--- config.mk ---
export PLATFORM = sky130hd
export DESIGN_NAME = axis_pack_fifo
export DESIGN_NICKNAME = d
export VERILOG_FILES = /design/src/rtl/axis_pack_fifo.sv
export SDC_FILE = /design/constraint.sdc
export NUM_CORES = 1
export LEC_CHECK = 0
export CORE_UTILIZATION = 45
export DETAILED_ROUTE_END_ITERATION = 10
export GPL_ROUTABILITY_DRIVEN = 0
export HOLD_SLACK_MARGIN = 0.08
export PLACE_DENSITY = 0.72
export RECOVER_POWER = 50
export SYNTH_ARGS = -nofsm -noshare
export SYNTH_HDL_FRONTEND = slang
export SYNTH_SLANG_ARGS = --single-unit
--- constraint.sdc ---
create_clock -name m00_axis_aclk -period 10 [get_ports m00_axis_aclk]
set_clock_uncertainty 0.15 [all_clocks]
set_input_delay 2 -clock m00_axis_aclk [delete_from_list [all_inputs] [get_ports m00_axis_aclk]]
set_output_delay 2 -clock m00_axis_aclk [all_outputs]
set_load 0.01 [all_outputs]
--- src/rtl/axis_pack_fifo.sv ---
// axis_pack_fifo
//   Packs RATIO narrow input words (first word in the LSBs) into one
//   OUT_W = IN_W*RATIO beat and buffers beats in a DEPTH-entry first-word
//   fall-through FIFO. The FIFO drives an AXI4-Stream master with tready
//   backpressure. tlast is asserted every PKT_LEN beats and on flush-closed
//   short beats, which carry a partial tstrb.
//
//   Optional feature: define AXIS_PACK_FIFO_DROP_CNT_EN to add the 16-bit
//   saturating drop_cnt output. Without the macro, drop_cnt does not exist.
//
// Ports
//   m00_axis_aclk    clock; all logic uses the rising edge
//   m00_axis_areset  synchronous active-high reset
//   wr_en / wr_data  input word strobe and word (always accepted)
//   flush            pulse: close the partial beat and end the packet
//   full / level     FIFO full flag and occupancy
//   overflow         sticky: a beat was dropped at push time
//   m00_axis_t*      AXI4-Stream master (tdata, tstrb, tlast, tvalid, tready)
//   drop_cnt         (optional) count of dropped beats, saturating
module axis_pack_fifo #(
  parameter int IN_W    = 16,
  parameter int RATIO   = 2,
  parameter int DEPTH   = 16,
  parameter int PKT_LEN = 8
) (
  input  logic                       m00_axis_aclk,
  input  logic                       m00_axis_areset,
  input  logic                       wr_en,
  input  logic [IN_W-1:0]            wr_data,
  input  logic                       flush,
  output logic                       full,
  output logic [$clog2(DEPTH):0]     level,
  output logic                       overflow,
`ifdef AXIS_PACK_FIFO_DROP_CNT_EN
  output logic [15:0]                drop_cnt,
`endif
  output logic [IN_W*RATIO-1:0]      m00_axis_tdata,
  output logic [IN_W*RATIO/8-1:0]    m00_axis_tstrb,
  output logic                       m00_axis_tlast,
  output logic                       m00_axis_tvalid,
  input  logic                       m00_axis_tready
);

  localparam int OUT_W   = IN_W * RATIO;
  localparam int SW      = OUT_W / 8;
  localparam int AW      = $clog2(DEPTH);
  localparam int SLOT_W  = (RATIO > 1) ? $clog2(RATIO) : 1;
  localparam int BEAT_W  = (PKT_LEN > 1) ? $clog2(PKT_LEN) : 1;
  localparam int ENTRY_W = OUT_W + SW + 1;

  // Byte-strobe mask with the low nslots*IN_W/8 bits set
  function automatic logic [SW-1:0] strb_mask(input logic [SLOT_W:0] nslots);
    strb_mask = '0;
    for (int i = 0; i < SW; i++) begin
      if (i < int'(nslots) * (IN_W / 8)) strb_mask[i] = 1'b1;
      else                               strb_mask[i] = 1'b0;
    end
  endfunction

  logic [OUT_W-1:0]   pack_r;
  logic [SLOT_W-1:0]  slot_r;
  logic [BEAT_W-1:0]  beat_r;
  logic [AW:0]        wr_ptr_r;
  logic [AW:0]        rd_ptr_r;
  logic [AW:0]        count_r;
  logic               overflow_r;
  logic [ENTRY_W-1:0] mem_r [DEPTH];
`ifdef AXIS_PACK_FIFO_DROP_CNT_EN
  logic [15:0]        drop_cnt_r;
`endif

  logic [OUT_W-1:0]   packed_s;
  logic [SLOT_W:0]    filled_s;
  logic               complete_s;
  logic               push_req_s;
  logic               push_ok_s;
  logic               push_last_s;
  logic [SW-1:0]      strb_s;
  logic               pop_s;
  logic               valid_s;
  logic [ENTRY_W-1:0] head_s;

  // Merge the current word into the packing register and decide whether a beat is pushed
  always_comb begin
    packed_s = pack_r;
    for (int i = 0; i < RATIO; i++) begin
      if (wr_en && (slot_r == SLOT_W'(i))) packed_s[i*IN_W +: IN_W] = wr_data;
      else                                 packed_s[i*IN_W +: IN_W] = pack_r[i*IN_W +: IN_W];
    end
    complete_s = wr_en && (slot_r == SLOT_W'(RATIO - 1));
    // Number of slots holding data once this cycle's word is included
    if (complete_s) filled_s = (SLOT_W+1)'(RATIO);
    else            filled_s = {1'b0, slot_r} + (SLOT_W+1)'(wr_en);
    // A flush with nothing packed is a no-op
    push_req_s  = complete_s || (flush && (filled_s != (SLOT_W+1)'(0)));
    // No pop credit at full: a simultaneous pop does not make room
    push_ok_s   = push_req_s && (count_r != (AW+1)'(DEPTH));
    push_last_s = flush || (beat_r == BEAT_W'(PKT_LEN - 1));
    strb_s      = strb_mask(filled_s);
    valid_s     = (count_r != (AW+1)'(0));
    pop_s       = valid_s && m00_axis_tready;
    head_s      = mem_r[rd_ptr_r[AW-1:0]];
  end

  // Packer, pointers, occupancy and overflow state
  always_ff @(posedge m00_axis_aclk) begin
    if (m00_axis_areset) begin
      pack_r     <= '0;
      slot_r     <= '0;
      beat_r     <= '0;
      wr_ptr_r   <= '0;
      rd_ptr_r   <= '0;
      count_r    <= '0;
      overflow_r <= 1'b0;
`ifdef AXIS_PACK_FIFO_DROP_CNT_EN
      drop_cnt_r <= 16'h0000;
`endif
    end else begin
      // Any push attempt, kept or dropped, empties the packer so unfilled bits stay 0
      if (push_req_s) begin
        pack_r <= '0;
        slot_r <= '0;
      end else if (wr_en) begin
        pack_r <= packed_s;
        slot_r <= slot_r + SLOT_W'(1);
      end
      if (push_ok_s) begin
        wr_ptr_r <= wr_ptr_r + (AW+1)'(1);
        beat_r   <= push_last_s ? BEAT_W'(0) : beat_r + BEAT_W'(1);
      end
      if (pop_s) rd_ptr_r <= rd_ptr_r + (AW+1)'(1);
      case ({push_ok_s, pop_s})
        2'b10:   count_r <= count_r + (AW+1)'(1);
        2'b01:   count_r <= count_r - (AW+1)'(1);
        default: count_r <= count_r;
      endcase
      if (push_req_s && !push_ok_s) begin
        overflow_r <= 1'b1;
`ifdef AXIS_PACK_FIFO_DROP_CNT_EN
        if (drop_cnt_r != 16'hFFFF) drop_cnt_r <= drop_cnt_r + 16'h0001;
`endif
      end
    end
  end

  // Beat storage; contents are discarded on reset by clearing the pointers
  always_ff @(posedge m00_axis_aclk) begin
    if (push_ok_s) mem_r[wr_ptr_r[AW-1:0]] <= {push_last_s, strb_s, packed_s};
  end

  // Stream outputs come straight from the head entry and are zero when empty
  always_comb begin
    m00_axis_tvalid = valid_s;
    if (valid_s) begin
      m00_axis_tdata = head_s[OUT_W-1:0];
      m00_axis_tstrb = head_s[OUT_W +: SW];
      m00_axis_tlast = head_s[ENTRY_W-1];
    end else begin
      m00_axis_tdata = '0;
      m00_axis_tstrb = '0;
      m00_axis_tlast = 1'b0;
    end
  end

  assign full     = (count_r == (AW+1)'(DEPTH));
  assign level    = count_r;
  assign overflow = overflow_r;
`ifdef AXIS_PACK_FIFO_DROP_CNT_EN
  assign drop_cnt = drop_cnt_r;
`endif

endmodule

==> summary.md <==
| Metric | Value |
|---|---|
| Outcome | complete, but fails checks |
| Violations in the final reports | capacitance limit, slew limit |
| Compound-gate portion of the synthesized area | 0.318% |
| Count of input and output buffers | 65 |
| Synth-to-layout area growth | 14.1% |
| Endpoint of the worst register-to-register path | mem_r[11][1] |
| Total power | 0.00612 W |
| Slack of the worst reg-to-reg path | 5.84 ns |
| Slew headroom | -22.2% |
| Highest-utilization routing layer at the global route stage | met2 |
| Post-cts sizing count | 0 |
| Setup repair after global routing missed its margin | false |
| Clock insertion delay at the later pin of the skew report | 0.62 ns |
| List of most frequent post-synthesis cells | sky130_fd_sc_hd__edfxtp_1, sky130_fd_sc_hd__mux4_2, sky130_fd_sc_hd__dfxtp_1, sky130_fd_sc_hd__and2_1, sky130_fd_sc_hd__nor2b_1 |
| Initial standard-cell utilization of the core | 45.8% |
| Share of synthesized registers carrying an async set or reset | 0% |
| Diodes inserted | 0 |
| Period Utilization, post-route | 63.6% |
| Final antenna-violating net count | 0 |
| Max Transition Viols Final | 17 |
| Mux contribution to synthesized area | 18.5% |
| Buffer levels on the longest clock path | 3 |
| Power density of the placed cells | 227 mW/mm² |
| Clock tree from TritonCTS | built |
| Buffer count from post-CTS setup fixing | 0 |
| Total CTS buffers | 57 |
| Type of the worst setup path | register to output pin |
| H-Tree Depth | 2 |
| Post-Synthesis Cells | 1062 |
| Depth of the most critical reg-to-reg path | 5 |
| Path class of the lowest-slack min-delay path | register to register |
| Simple-Gate Fraction of Synth Area | 3.05% |
| CP max FO | 92 |
| Vias per std cell | 5.69 |
| Drt wl/cell | 26.0 µm |
| Number of nets in the final layout | 1179 |
| Initial drt markers | 1106 |
| Post-detailed-route DRC marker count | 0 |
| Non-Filler Instances | 1877 |
| Number of fill cells in the layout | 4005 |
| Via count of the first global-routing pass | 11300 |
| Critical path startpoint category | register |
| Hold Buf Count CTS | 0 |
| Unique masters post-synth | 32 |
| Global routing met3 resource utilization | 3.48% |
| Buffering stage count on the worst path with inverters included | 2 |
| Number of maximum-capacitance constraint violations | 1 |
| Cell occurring most often along the worst timing path | sky130_fd_sc_hd__mux4_2 |
| Drt first pass iters | 5 |
| Part of the Yosys area used for sequential elements | 75.9% |
| Number of primary I/O pins | 66 |
| Xor and xnor area share after synthesis | 0.408% |
| Global-route wire length before repair | 72.8 mm |
| Post-Syn Nets | 1093 |
| Synthesized area per cell | 22.2 µm² |
| Area of the die | 0.0533 mm² |
| Cell chain of the critical path | buf_12 -> mux4_2 -> mux4_2 -> and2_1 -> clkdlybuf4s50_1 |
| Clock transition at path regs | 0.06 ns |
| Final Hold Vio Count | 0 |
| Worst-case vdd ir drop | 0.139 mV |
| Via count of the routed design | 10700 |
| Area of the core | 0.0515 mm² |
| Delay of the slowest cell on the worst path | 1.01 ns |
| Synthesis-stage register bit count | 614 |
| Cell with the largest stage delay on the worst path | sky130_fd_sc_hd__dfxtp_4 |
| Antenna violations before repair | 0 |
| Most instantiated flip-flop cell in the synthesis netlist | sky130_fd_sc_hd__edfxtp_1 |
| Sum of routed wire length over all layers | 48.7 mm |
| Type of destination of the critical path | output pin |
| Post-placement setup slack | 4.04 ns |
| Fraction of the mapped netlist area in adder cells | 0.573% |
| HP Start | beat_r[2] |
| Grt total ovfl | 0 |
| Met1 usage | 25.3% |
| Horizontal extent of the die | 231 µm |
| Achievable Freq | 0.157 GHz |
| Top delay family on crit path | buffers and inverters |
| Dominant cell by count in the synthesized netlist | sky130_fd_sc_hd__edfxtp_1 |
| Number of core rows | 83 |
| Placed wire-length estimate | 26.3 mm |
| Die height | 231 µm |
| Synth area leader | sky130_fd_sc_hd__edfxtp_1 |
| CP Data Required Time | 7.85 ns |
| Largest net degree at the start of global routing | 93 |
| Hold-critical path depth | 2 |
| Worst-case hold slack | 0.322 ns |
| Crit path depth | 5 |
| Largest family of logic cells by synthesized area | multiplexers |
| Count of flip-flops with a built-in enable after synthesis | 560 |
| End point of the worst hold path | beat_r[2] |
| Synth top area share | 71.3% |
| Least-Margin Pin Slew | 1.83 ns |
| Total standard cell area after synthesis | 0.0236 mm² |
| Total Routing Usage GR | 18.9% |
| Data arrival time of the critical path | 4.21 ns |
| Post-Place Cells | 1769 |
| Setup Total Neg Slack | 0 ns |
| Leak | 8.61 nW |
| Critical R2R Launch | slot_r |
| Count of endpoints failing setup in the final report | 0 |
| Number of clock sinks seen by CTS | 614 |
| Share of final-layout standard cells stronger than drive strength 1 | 24.7% |
| Count of synthesis-stage warnings from yosys | 0 |
| Met2 routing resource usage after global routing | 31.7% |
| Leading cell types by total area after synthesis | sky130_fd_sc_hd__edfxtp_1, sky130_fd_sc_hd__mux4_2, sky130_fd_sc_hd__dfxtp_1, sky130_fd_sc_hd__mux2_2, sky130_fd_sc_hd__and2_1 |
| CTS root buffer | sky130_fd_sc_hd__clkbuf_16 |
| Post-route setup slack | 3.64 ns |
| Minimum clock period after layout | 6.36 ns |
-- logic make-up (layout without fill, tap and decap cells) --
| kind of cell | Yosys count | in the layout |
|---|---|---|
| fa+ha+maj | 11 | 11 |
| buf+inv | 65 | 200 |
| simple gates | 135 | 135 |
| xor+xnor | 11 | 11 |
| compound gates | 13 | 13 |
| mux | 213 | 213 |
| flops | 614 | 614 |
-- worst reg2reg max path: cells and delay by family (launching register included) --
| kind | cells | cell delay [ns] |
|---|---|---|
| AND/OR/NAND/NOR | 2 | 1.40 |
| AO/OA/AOI/OAI | 1 | 1.03 |
| buffers and inverters | 1 | 0.51 |
| flip-flops | 1 | 0.42 |
| adder cells (fa/ha/maj) | 1 | 0.30 |
-- final cells by class --
class / instances / area (µm²) / area share (%)
sequential: 614 / 17900 / 66.5
clock inverter: 24 / 213 / 0.790
tap: 680 / 851 / 3.16
timing repair buffer: 85 / 813 / 3.02
multi-input combinational: 383 / 5500 / 20.4
clock buffer: 84 / 1610 / 5.98
inverter: 7 / 26.3 / 0.0976
-- per-layer routing --
metal / vias up / share of wire (%)
li1: 4530 / -
met1: 5736 / 41
met2: 358 / 51
met3: 62 / 6.5
met4: 0 / 2.0
met5: - / 0
-- cell usage in the layout (no fill, tap or decap), types with 8 or more instances in the layout --
cell type	instances
sky130_fd_sc_hd__edfxtp_1	560
sky130_fd_sc_hd__mux4_2	175
sky130_fd_sc_hd__clkbuf_16	60
sky130_fd_sc_hd__clkdlybuf4s50_1	55
sky130_fd_sc_hd__dfxtp_1	50
sky130_fd_sc_hd__and2_1	36
sky130_fd_sc_hd__nor2b_1	34
sky130_fd_sc_hd__mux2_1	32
sky130_fd_sc_hd__clkbuf_1	22
sky130_fd_sc_hd__nor2_1	21
sky130_fd_sc_hd__buf_4	19
sky130_fd_sc_hd__nand2_1	12
sky130_fd_sc_hd__nor2_4	12
sky130_fd_sc_hd__ha_1	10
sky130_fd_sc_hd__clkinv_2	10
sky130_fd_sc_hd__dlygate4sd3_1	10
sky130_fd_sc_hd__a21oi_1	9
sky130_fd_sc_hd__xor2_1	8
sky130_fd_sc_hd__clkinv_1	8
-- power breakdown --
part	switching, W	internal, W
Clock	0.000912	0.00120
Combinational	0.000504	0.000575
Sequential	0.0000668	0.00286
Total	0.00148	0.00463
-- through the flow --
stage / utilization (%) / instance area, µm²
2_1_floorplan: - / 23600
3_3_place_gp: 48.7 / 25100
3_5_place_dp: 48.7 / 25100
4_1_cts: 52.3 / 26900
5_1_grt: 52.3 / 26900
6_report: 52.3 / 26900
-- how the worst max path moves through the flow --
stage | startpoint | slack, ns | to
5_1_grt | register | 3.34 | m00_axis_tdata[19]
4_1_cts | register | 3.48 | m00_axis_tdata[23]
3_3_place_gp | register | 4.12 | m00_axis_tdata[23]
2_1_floorplan | flush | 4.08 | mem_r[3][0]
3_5_place_dp | wr_en | 4.04 | mem_r[11][23]
6_report | register | 3.64 | m00_axis_tdata[23]
-- state kept, by name, summed over array words and instances (netlist names), named ones only --
signal,flops
level,5
beat_r,3
rd_ptr_r,4
mem_r,560
slot_r,1
pack_r,32
wr_ptr_r,4
overflow,1
Note: power is estimated with default switching activity, not from simulation.
